[config.mk]
export PLATFORM = sky130hd
export DESIGN_NAME = mmv_req_buffer
export DESIGN_NICKNAME = d
export VERILOG_FILES = /design/src/rtl/mmv_pkg.sv /design/src/rtl/mmv_skid_stage.sv /design/src/rtl/mmv_req_buffer.sv
export SDC_FILE = /design/constraint.sdc
export NUM_CORES = 1
export LEC_CHECK = 0
export BUFFER_PORTS_ARGS = -buffer_cell sky130_fd_sc_hd__buf_2
export CORE_AREA = 2 2 99 101
export DETAILED_ROUTE_END_ITERATION = 8
export DIE_AREA = 0 0 101 103
export PLACE_DENSITY = 0.74
export SLEW_MARGIN = 20
export SYNTH_ARGS = -nofsm -noshare
export SYNTH_HDL_FRONTEND = slang
export SYNTH_SLANG_ARGS = --single-unit
export TNS_END_PERCENT = 10
[constraint.sdc]
create_clock -name clk -period 3.3 [get_ports clk]
set_input_delay 0.33 -clock clk [delete_from_list [all_inputs] [get_ports clk]]
set_output_delay 0.33 -clock clk [all_outputs]
set_load 0.01 [all_outputs]
[src/rtl/mmv_pkg.sv]
// Shared types and helpers for the MemoryMapped request buffer.
// Request kinds travel with each buffered request so reads and writes keep their order.
package mmv_pkg;

  typedef enum logic {
    REQ_WR = 1'b0,
    REQ_RD = 1'b1
  } mmv_req_t;

  function automatic int mmv_cnt_width(input int n);
    return $clog2(n + 1);
  endfunction

endpackage

[src/rtl/mmv_skid_stage.sv]
// Generic 2-entry skid buffer: a main register feeding the output plus a skid register.
// in_busy comes straight from the skid valid flop, so upstream never sees a combinational busy path.
module mmv_skid_stage #(
  parameter int PWIDTH = 8
) (
  input  logic              clk,
  input  logic              reset,
  input  logic              in_valid,
  input  logic [PWIDTH-1:0] in_payload,
  output logic              in_busy,
  output logic              out_valid,
  output logic [PWIDTH-1:0] out_payload,
  input  logic              out_ready
);

  logic              main_valid_q, main_valid_d;
  logic              skid_valid_q, skid_valid_d;
  logic [PWIDTH-1:0] main_data_q, main_data_d;
  logic [PWIDTH-1:0] skid_data_q, skid_data_d;
  logic              accept;
  logic              advance;

  always_comb begin
    main_valid_d = main_valid_q;
    skid_valid_d = skid_valid_q;
    main_data_d  = main_data_q;
    skid_data_d  = skid_data_q;
    accept       = in_valid & ~skid_valid_q;
    advance      = main_valid_q & out_ready;

    // A full skid always refills main first; upstream is held off while it is full.
    if (advance) begin
      if (skid_valid_q) begin
        main_data_d  = skid_data_q;
        skid_valid_d = 1'b0;
      end else if (accept) begin
        main_data_d = in_payload;
      end else begin
        main_valid_d = 1'b0;
      end
    end else if (accept) begin
      if (!main_valid_q) begin
        main_valid_d = 1'b1;
        main_data_d  = in_payload;
      end else begin
        skid_valid_d = 1'b1;
        skid_data_d  = in_payload;
      end
    end
  end

  always_ff @(posedge clk or posedge reset) begin
    if (reset) begin
      main_valid_q <= 1'b0;
      skid_valid_q <= 1'b0;
      main_data_q  <= '0;
      skid_data_q  <= '0;
    end else begin
      main_valid_q <= main_valid_d;
      skid_valid_q <= skid_valid_d;
      main_data_q  <= main_data_d;
      skid_data_q  <= skid_data_d;
    end
  end

  assign in_busy     = skid_valid_q;
  assign out_valid   = main_valid_q;
  assign out_payload = main_data_q;

endmodule

[src/rtl/mmv_req_buffer.sv]
// Registered pipeline stage between a MemoryMapped master and slave: skid-buffered
// request path, registered read response, and a cap on outstanding downstream reads.
module mmv_req_buffer
  import mmv_pkg::*;
#(
  parameter int DWIDTH    = 8,
  parameter int AWIDTH    = 32,
  parameter int RDPENDING = 4,
  parameter int CWIDTH    = mmv_cnt_width(RDPENDING)
) (
  input  logic              clk,
  input  logic              reset,
  input  logic [AWIDTH-1:0] s_addr,
  input  logic              s_wreq,
  input  logic [DWIDTH-1:0] s_wdat,
  input  logic              s_rreq,
  output logic [DWIDTH-1:0] s_rdat,
  output logic              s_rval,
  output logic              s_busy,
  output logic [AWIDTH-1:0] m_addr,
  output logic              m_wreq,
  output logic [DWIDTH-1:0] m_wdat,
  output logic              m_rreq,
  input  logic [DWIDTH-1:0] m_rdat,
  input  logic              m_rval,
  input  logic              m_busy,
  output logic [CWIDTH-1:0] rd_pending
);

  localparam int                PWIDTH = 1 + AWIDTH + DWIDTH;
  localparam logic [CWIDTH-1:0] RD_MAX = CWIDTH'(RDPENDING);

  mmv_req_t          in_type;
  mmv_req_t          out_type;
  logic              in_valid;
  logic              in_busy;
  logic              out_valid;
  logic              out_ready;
  logic [PWIDTH-1:0] in_payload;
  logic [PWIDTH-1:0] out_payload;
  logic              rd_room;
  logic              rd_issue;
  logic [CWIDTH-1:0] rd_pending_q, rd_pending_d;
  logic              s_rval_q, s_rval_d;
  logic [DWIDTH-1:0] s_rdat_q, s_rdat_d;

  // A simultaneous write and read is illegal; the write wins and the read is dropped.
  always_comb begin
    in_type    = s_wreq ? REQ_WR : REQ_RD;
    in_valid   = s_wreq | s_rreq;
    in_payload = {in_type, s_addr, s_wdat};
  end

  mmv_skid_stage #(
    .PWIDTH(PWIDTH)
  ) u_skid (
    .clk        (clk),
    .reset      (reset),
    .in_valid   (in_valid),
    .in_payload (in_payload),
    .in_busy    (in_busy),
    .out_valid  (out_valid),
    .out_payload(out_payload),
    .out_ready  (out_ready)
  );

  // A read at the limit blocks the head of the queue, so later writes wait behind it.
  always_comb begin
    out_type  = mmv_req_t'(out_payload[PWIDTH-1]);
    rd_room   = rd_pending_q < RD_MAX;
    m_addr    = out_payload[PWIDTH-2 -: AWIDTH];
    m_wdat    = out_payload[DWIDTH-1:0];
    m_wreq    = out_valid & (out_type == REQ_WR);
    m_rreq    = out_valid & (out_type == REQ_RD) & rd_room;
    out_ready = ~m_busy & ((out_type == REQ_WR) | rd_room);
    rd_issue  = m_rreq & ~m_busy;
  end

  always_comb begin
    rd_pending_d = rd_pending_q;
    if (rd_issue && !m_rval) begin
      rd_pending_d = rd_pending_q + 1'b1;
    end else if (!rd_issue && m_rval && rd_pending_q != '0) begin
      rd_pending_d = rd_pending_q - 1'b1;
    end
    s_rval_d = m_rval;
    s_rdat_d = m_rval ? m_rdat : s_rdat_q;
  end

  always_ff @(posedge clk or posedge reset) begin
    if (reset) begin
      rd_pending_q <= '0;
      s_rval_q     <= 1'b0;
      s_rdat_q     <= '0;
    end else begin
      rd_pending_q <= rd_pending_d;
      s_rval_q     <= s_rval_d;
      s_rdat_q     <= s_rdat_d;
    end
  end

  assign s_busy     = in_busy;
  assign s_rval     = s_rval_q;
  assign s_rdat     = s_rdat_q;
  assign rd_pending = rd_pending_q;

endmodule

==> results of run 1 <==
sequential cells by signal, indices dropped and copies added, names as in the netlist:
name	cells
u_skid.out_valid	1
rd_pending	3
u_skid.out_payload	41
s_rdat	8
u_skid.skid_data_q	41
s_rval	1
u_skid.in_busy	1
Yosys cell counts (all sizes together) (2+ instances only):
cell     n  area (um^2)
a21o     2        22.52
a21oi    6        30.03
a22oi    2        28.78
buf     59        427.9
clkbuf   2        7.510
dfrtp   96         2402
inv      2        7.510
mux2    48        683.2
nand2    6        22.52
nand2b   3        18.77
nand3    2        22.52
nor2     5        18.77
o21ai    7        35.03
o221a   40        450.4
or2     40        250.2
final cells by class:
type                       instances  area (um^2)
fill                             853         4434
sequential                        96         2402
multi-input combinational        174         1708
timing repair buffer             111        563.0
tap                              114        142.6
clock buffer                       9        123.9
clock inverter                     7        72.57
inverter                           2        12.51
report_power, final:
| part | internal, uW | switching (uW) | leakage [uW] |
|---|---|---|---|
| logic | 1320 | 964 | 0.00116 |
| clock network | 350 | 414 | 0.0000952 |
| registers | 1740 | 363 | 0.00110 |
through the flow:
stage | std cells | util [%] | worst slack, ps | hold slack [ps] | total power [uW]
after detailed placement | 497 | 51.02 | 1165 | 489.5 | 4417
after floorplan | 333 | - | 464.6 | 361.4 | 4115
after CTS | 513 | 53.10 | 1131 | 182.9 | 5212
final | 513 | 53.12 | 1138 | 103.7 | 5154
after global placement | 497 | 51.02 | 1202 | 486.9 | 4306
after global routing | 513 | 53.12 | 977.6 | 140.9 | 5529
cell families after synthesis:
| group | Yosys count |
|---|---|
| and+or+nand+nor | 60 |
| xor gates and xnor gates | 1 |
| DFF | 96 |
| adders and majority gates | 1 |
| muxes | 49 |
| buffers and inverters | 63 |
| AOI/OAI and AO/OA | 63 |
layer usage:
layer / track usage (%) / vias up / wire [um]
li1: - / 1277 / -
met5: 0 / - / 0
met2: 29.49 / 76 / 4312
met4: 5.198 / 0 / 101
met3: 5.695 / 9 / 525
met1: 24.16 / 1431 / 4125
worst max path at each step:
| stage | to | depth (start not counted) | slack [ps] | startpoint |
|---|---|---|---|---|
| 3_5_place_dp | u_skid.skid_data_q[15] | 2 | 1160 | u_skid.out_valid |
| 2_1_floorplan | rd_pending[0] | 1 | 460 | reset |
| 3_3_place_gp | u_skid.skid_data_q[11] | 2 | 1200 | u_skid.out_valid |
| 4_1_cts | u_skid.skid_data_q[15] | 3 | 1130 | rd_pending[2] |
| 5_1_grt | rd_pending[2] | 6 | 980 | u_skid.out_valid |
| 6_report | u_skid.skid_data_q[15] | 3 | 1140 | rd_pending[2] |
==> impl_results.md, run 1 <==
* Post-synthesis sequential element count at 96
* Grt total ovfl at 0
* Crit path cell chain: a21o_4 > nand3_4 > mux2_4
* IO buf count at 108
* Largest net degree at the start of global routing at 89
* Worst Setup Path Type: flop to flop
* Period minus WS final at 2162 ps
* Row cnt at 36
* Top-Level Pins at 109
* Syn Inst Count at 333
* CP Launch Type: flop
* Simple-gate share of the synthesized area at 7.978%
* Die span in y at 103 um
* CP Data Arrival Time at 2410 ps
* Fin nets at 449
* Drt pass-1 iters at 4
* Worst Tran Pin Value at 908.9 ps
* PD cells at 1026 mW/mm^2
* Endpoints failing setup at 0
* Number of setup buffers added after CTS at 0
* Die ar. at 0.01040 mm^2
* Worst Skew at 10.54 ps
* Synth cell types at 35
* Antenna violations before repair at 0
* Mean Syn Cell Area at 13.66 um^2
* CP Capture Type: flop
* Final Hold Violating Endpoints at 0
* Seq/Total Area, Yosys at 52.82%
* Slew headroom at 39.40%
* Clk buf depth at 2
* Effective utilization at floorplan at 48.08%
* Placed cell area at 0.004826 mm^2
* FF-to-FF End: u_skid.skid_data_q[15]
* CTS clk-pin slew, worst paths at 100 ps
* Clk_lat worst skew at 360 ps
* Setup TNS at 0 ps
* Hold-fix buffers, CTS at 0
* # Max-Cap Violations at 0
* Slew Limit Fails at 0
* Crit path buf inv count at 0
* Clock tree sinks at 96
* Static Leak at 0.002357 uW
* Largest family of logic cells by synthesized area: multiplexers
* Mapped cell area at 0.004548 mm^2
* RSZ-0062 raised after global routing: false
* Clock H-tree levels at 3
* Routed vias at 2793
* Final period util at 65.53%
* Antenna diodes at 0
* Post-Synth Adder-Cell Area at 0.4402%
* Outcome: finished, final reports clean
* Synthesized Nets at 388
* Reg2reg start: rd_pending[2]
* Worst vdd ir at 0.3839 mV
* XOR/XNOR Fraction of Synth Area at 0.1926%
* Maximum fanout along the worst path at 42
* Avg WL per Cell at 17.67 um
* Compound-Gate Fraction of Synth Area at 13.59%
* Gr usage total at 18.33%
* CTS tree: done
* Family with the most delay on the worst path: simple AND/OR/NAND/NOR gates
* Routed wire length at 9.065 mm
* Placer Congestion at 0.7666
* Resize count post-CTS at 0
* CTS Buf Count at 9
* Via density at 5.444
* Highest Clock Rate at 462.4 MHz
* Detailed placer's ending HPWL at 5.703 mm
* CP max stage delay at 660 ps
* Antenna viol nets, final at 0
* Yosys warnings at 0
* Core Region at 0.009459 mm^2
* Worst min path class: input port to async pin
* Crit-path slowest cell: nand3_4
* Clock Root Buffer: clkbuf_8
* R2R depth at 3
* Design area at 0.005025 mm^2
* Commonest non-fill, non-tap cells in the layout: buf_2, dfrtp_1, o221a_2
* Share of cells above drive strength 1 at 62.66%
* Die W at 101 um
* Worst Path Required at 3540 ps
* Ys flop type: dfrtp_1
* First-pass GRT wire length at 14.62 mm
* Worst reg-to-reg setup slack at 1140 ps
* Number of synthesized flops with an enable pin at 0
* Post-synthesis mux area share at 15.24%
* Layout area overhead at 10.48%
* DRC viols at 0
* Vias in the first global route at 2863
* Async S/R FF share, synth at 100.0%
* DRT iter0 DRCs at 115
* Most common cell after layout, fill and taps aside: buf_2
Note: power is estimated with default switching activity, not from simulation.
==> run 2, diff against run 1 <==
Clock period 3.3 ns to 2.3 ns, I/O delays scaled along.
==> run 2 against run 1 <==
  * The flow now finishes with violations (negative hold slack)
  * Worst hold slack worse by 110 ps
  * Die area did not move
  * Register-to-register slack got worse by 820 ps
  * Power up 47%
  * Maximum frequency grew 9.2%
  * Final cell count up 1.4%
  * Sequential share of layout area down 0.95 points
  * Largest power group unchanged
==> impl_results.md, run 2 (synthesis gave the netlist of run 1 again) <==
* Worst Skew at 8.288 ps (-2.249 ps)
* Drt pass-1 iters at 4 (unchanged)
* Antenna viol nets, final at 0 (unchanged)
* CP max stage delay at 520 ps (-140 ps)
* Core Region at 0.009459 mm^2 (unchanged)
* Fin worst setup slack at 320.1 ps (-817.4 ps)
* Placer Congestion at 0.7735 (+0.90%)
* Worst Tran Pin Value at 514.7 ps (-394.2 ps)
* Endpoints failing setup at 0 (unchanged)
* Routed wire length at 9.206 mm (+1.6%)
* Die ar. at 0.01040 mm^2 (unchanged)
* Crit path buf inv count at 0 (unchanged)
* RSZ-0062 raised after global routing: false
* Crit path cell chain: and4bb_2 > nand2b_1 > fa_1 > nor4_1 > a21oi_1 > o21ai_0
* Design Power at 7590 uW (+47%)
* Worst reg-to-reg setup slack at 320 ps (-820 ps)
* Maximum fanout along the worst path at 12 (-71%)
* Layout area overhead at 12.71%
* Antenna violations before repair at 0 (unchanged)
* Setup TNS at 0 ps (unchanged)
* Most common cell after layout, fill and taps aside: buf_2
* Clk_lat worst skew at 350 ps (about the same)
* Hold-fix buffers, CTS at 0 (unchanged)
* Vias in the first global route at 2888 (+0.87%)
* Clock H-tree levels at 3 (unchanged)
* Slew headroom at 65.69% (+26 points)
* Routed vias at 2809 (+0.57%)
* CP Data Arrival Time at 2260 ps (-150 ps)
* FF-to-FF End: rd_pending[2]
* Period minus WS final at 1980 ps (-182.6 ps)
* Resize count post-CTS at 0 (unchanged)
* Final period util at 86.08% (+21 points)
* DRC viols at 0 (unchanged)
* DRT iter0 DRCs at 97 (-16%)
* Number of setup buffers added after CTS at 0 (unchanged)
* Outcome: complete, but fails checks
* Gr usage total at 18.31% (about the same)
* Failing checks: negative hold slack
* Clock Root Buffer: clkbuf_8
* Via density at 5.402 (-0.78%)
* Worst vdd ir at 0.5744 mV (+50%)
* Share of cells above drive strength 1 at 63.05% (+0.40 points)
* R2R depth at 6 (+3)
* PD cells at 1481 mW/mm^2 (+44%)
* CTS tree: done
* Die span in y at 103 um (unchanged)
* IO buf count at 108 (unchanged)
* Family with the most delay on the worst path: simple AND/OR/NAND/NOR gates
* Clk buf depth at 2 (unchanged)
* CP Capture Type: flop
* Avg WL per Cell at 17.70 um (+0.19%)
* Die W at 101 um (unchanged)
* CTS Buf Count at 9 (unchanged)
* Worst Path Required at 2580 ps (-960 ps)
* CTS clk-pin slew, worst paths at 90 ps (about the same)
* CP Launch Type: flop
* Highest Clock Rate at 505.1 MHz (+9.2%)
* Fin nets at 456 (+1.6%)
* Top-Level Pins at 109 (unchanged)
* Effective utilization at floorplan at 48.08% (unchanged)
* Crit-path slowest cell: dfrtp_1
* Static Leak at 0.002406 uW (+2.1%)
* Reg2reg start: rd_pending[2]
* First-pass GRT wire length at 14.67 mm (+0.33%)
* Clock tree sinks at 96 (unchanged)
* Final Hold Violating Endpoints at 1 (+1)
* Row cnt at 36 (unchanged)
* Largest net degree at the start of global routing at 97 (+9.0%)
* Grt total ovfl at 0 (unchanged)
* Commonest non-fill, non-tap cells in the layout: buf_2, dfrtp_1, o221a_2
* Worst min path class: input port to async pin
* DP Worst Slack at 325.9 ps (-839.0 ps)
* Slew Limit Fails at 0 (unchanged)
* WHS at -6.294 ps (-109.9 ps)
* Worst Setup Path Type: flop to flop
* Detailed placer's ending HPWL at 6.007 mm (+5.3%)
* # Max-Cap Violations at 0 (unchanged)
* Antenna diodes at 0 (unchanged)
## run 2: worst max path at each step
| stage | start | cells after the start | end |
|---|---|---|---|
| 6_report | rd_pending[2] | 6 | rd_pending[2] |
| 3_5_place_dp | rd_pending[2] | 6 | rd_pending[2] |
| 3_3_place_gp | rd_pending[2] | 6 | rd_pending[2] |
| 4_1_cts | rd_pending[2] | 6 | rd_pending[2] |
| 2_1_floorplan | rd_pending[2] | 7 | rd_pending[1] |
| 5_1_grt | rd_pending[2] | 6 | rd_pending[2] |
## run 2: through the flow
stage                     util [%]  cell area [um^2]  instances
final                        54.19              5126        520
after global routing         54.19              5126        520
after CTS                    54.19              5126        520
after detailed placement     51.85              4905        504
after global placement       51.85              4905        504
after floorplan                  -              4552        333
## run 2: worst min-delay path: cells and delay by family
kind,cells,cell delay [ps]
buf+inv,3,570
## run 2: per-layer routing
layer | vias to the layer above | share of wire, % | track usage (%)
met5 | - | 0 | 0
met4 | 0 | 0.32 | 4.678
met3 | 2 | 4.7 | 5.017
met2 | 72 | 50 | 31.18
met1 | 1440 | 45 | 23.32
li1 | 1295 | - | -
## run 2: power breakdown
| part | internal (uW) | switching (uW) | leakage (uW) |
|---|---|---|---|
| Sequential | 2500 | 498 | 0.00110 |
| Combinational | 1950 | 1430 | 0.00120 |
| Clock | 641 | 570 | 0.000106 |
## run 2: final cells by class
cell class | instances | area, um^2
repair buffers | 118 | 640.6
clock inverters | 5 | 80.08
multi-input cells | 174 | 1708
well taps | 114 | 142.6
flip-flops and latches | 96 | 2402
inverters | 2 | 11.26
fillers | 833 | 4333
clock buffers | 11 | 141.4
==> run 3, diff against run 2 <==
Settings changed: CORE_AREA 2 2 99 101 to 2 2 101 103, DIE_AREA 0 0 101 103 to 0 0 103 105.
Clock period 2.3 ns to 1.75 ns, I/O delays scaled along.
==> run 3 against run 2 <==
  * The flow now finishes without violations
  * Sequential share of layout area decreased by 0.88 points
  * Sequential power increased by 29%
  * First-iteration DRC count increased by 6.2%
  * Clock skew decreased by 1.1 ps
  * Power increased by 32%
  * Clock power increased by 20%
  * Worst setup slack got worse by 240 ps
  * Global-route usage decreased by 0.41 points
  * Core utilization about the same
  * Critical path depth decreased by 1
  * Die area increased by 4.0%
  * Critical endpoint is now u_skid.skid_data_q[11]
  * Highest routed layer unchanged
==> impl_results.md, run 3 (synthesis gave the netlist of run 1 again) <==
* Routed wire length at 9.140 mm (-0.72%)
* Period minus WS final at 1674 ps (-305.8 ps)
* Drt pass-1 iters at 5 (+1)
* Layout area overhead at 14.86%
* Antenna viol nets, final at 0 (unchanged)
* CP Data Arrival Time at 1930 ps (-330 ps)
* Worst Setup Path Type: flop to flop
* WHS at 35.06 ps (+41.35 ps)
* Static Leak at 0.002435 uW (+1.2%)
* Most common cell after layout, fill and taps aside: buf_2
* Placed cell area at 0.004996 mm^2 (+1.9%)
* Design area at 0.005224 mm^2 (+1.9%)
* Clock H-tree levels at 3 (unchanged)
* Via density at 5.174 (-4.2%)
* Top-Level Pins at 109 (unchanged)
* Vias in the first global route at 2987 (+3.4%)
* Antenna diodes at 0 (unchanged)
* Highest Clock Rate at 597.4 MHz (+18%)
* DRC viols at 0 (unchanged)
* Row cnt at 36 (unchanged)
* CTS Buf Count at 9 (unchanged)
* CP Capture Type: flop
* Worst min path class: input port to flop
* Hold path cells at 2
* CTS clk-pin slew, worst paths at 90 ps (about the same)
* Worst Skew at 7.192 ps (-1.096 ps)
* CTS tree: done
* Clk_lat worst skew at 370 ps (+20 ps)
* Outcome: finished, final reports clean
* Antenna violations before repair at 0 (unchanged)
* IO buf count at 108 (unchanged)
* Slew headroom at 66.52% (+0.83 points)
* Reg2reg start: rd_pending[2]
* Final period util at 95.66% (+9.6 points)
* R2R depth at 5 (-1)
* Clk buf depth at 2 (unchanged)
* FF-to-FF End: u_skid.skid_data_q[11]
* Worst Path Required at 2000 ps (-580 ps)
* Worst vdd ir at 0.8344 mV (+45%)
* Slew Limit Fails at 0 (unchanged)
* Largest net degree at the start of global routing at 97 (unchanged)
* Core Region at 0.009639 mm^2 (+1.9%)
* Hold-critical path endpoint: s_rdat[4]
* Avg WL per Cell at 16.74 um (-5.4%)
* Detailed placer's ending HPWL at 5.865 mm (-2.4%)
* Worst reg-to-reg setup slack at 80 ps (-240 ps)
* Share of cells above drive strength 1 at 63.68% (+0.63 points)
* Commonest non-fill, non-tap cells in the layout: buf_2, dfrtp_1, o221a_2
* Effective utilization at floorplan at 47.18% (-0.90 points)
* Fillcell total at 839 (+0.72%)
* Grt total ovfl at 0 (unchanged)
* First-pass GRT wire length at 14.97 mm (+2.1%)
* Die W at 103 um (+2.0%)
* # Max-Cap Violations at 0 (unchanged)
* Die span in y at 105 um (+1.9%)
* Endpoints failing setup at 0 (unchanged)
* Clock tree sinks at 96 (unchanged)
* Routed vias at 2825 (+0.57%)
* DRT iter0 DRCs at 103 (+6.2%)
* CP Launch Type: flop
* Fin nets at 463 (+1.5%)
* Die ar. at 0.01082 mm^2 (+4.0%)
* Maximum fanout along the worst path at 20 (+8)
* Clock Root Buffer: clkbuf_8
* Gr usage total at 17.91% (-0.41 points)
* PD cells at 1911 mW/mm^2 (+29%)
* Worst Min Path Start: m_rdat[4]
* Placer Congestion at 0.7466 (-3.5%)
* Worst Tran Pin Value at 502.2 ps (-12.46 ps)
* RSZ-0062 raised after global routing: false
* Final Hold Violating Endpoints at 0 (-1)
## run 3: worst max path at each step
| stage | endpoint | cells after the start | slack, ps | start |
|---|---|---|---|---|
| CTS | rd_pending[1] | 5 | 60 | rd_pending[2] |
| global route | rd_pending[1] | 5 | 8 | rd_pending[2] |
| global placement | rd_pending[2] | 6 | 100 | rd_pending[2] |
| floorplan | rd_pending[1] | 7 | -170 | rd_pending[2] |
| finish | u_skid.skid_data_q[11] | 5 | 80 | rd_pending[2] |
| detailed placement | rd_pending[1] | 5 | 50 | rd_pending[2] |
## run 3: final cells by class
cell class                      count  area, um^2  share of cell area, %
Clock inverter                      6       68.82                  1.317
Inverter                            2       11.26                 0.2156
Sequential cell                    96        2402                  45.99
Multi-Input combinational cell    174        1714                  32.81
Tap cell                          133       166.4                  3.186
Clock buffer                       10       127.6                  2.443
Timing Repair Buffer              125       733.2                  14.04
## run 3: critical path, stage by stage, from the launching register on
cell     delay [ps]
dfrtp_1         410
buf_4           150
a21o_4          240
nand3_4         200
buf_12          240
mux2_4          320
## run 3: repair_timing
action	4_1_cts	5_1_grt
setup buffers	0	2
setup endpoints to repair	0	2
hold buffers	1	0
gates resized for setup	0	1
hold endpoints to repair	96	0
## run 3: metal layers
| metal | GRT usage [%] | part of all wire [%] |
|---|---|---|
| met1 | 23.15 | 44 |
| met2 | 28.34 | 49 |
| met3 | 6.689 | 6.7 |
| met4 | 4.417 | 1.0 |
| met5 | 0 | 0 |
## run 3: metrics by stage
stage	util [%]	TNS (ps)	total power, uW	setup WS, ps	std cells
after floorplan	-	-324.2	7761	-165.5	333
after global placement	51.83	0	8386	97.63	527
after detailed placement	51.83	0	8546	52.19	527
after CTS	53.97	0	10070	56.47	544
after global routing	54.19	0	10700	8.268	546
final	54.19	0	9985	75.98	546
## run 3: report_power, final
group | switching [uW] | internal (uW) | leakage, uW
clock network | 787 | 665 | 0.0000851
logic | 1960 | 2710 | 0.00125
registers | 584 | 3280 | 0.00110
total | 3330 | 6660 | 0.00243
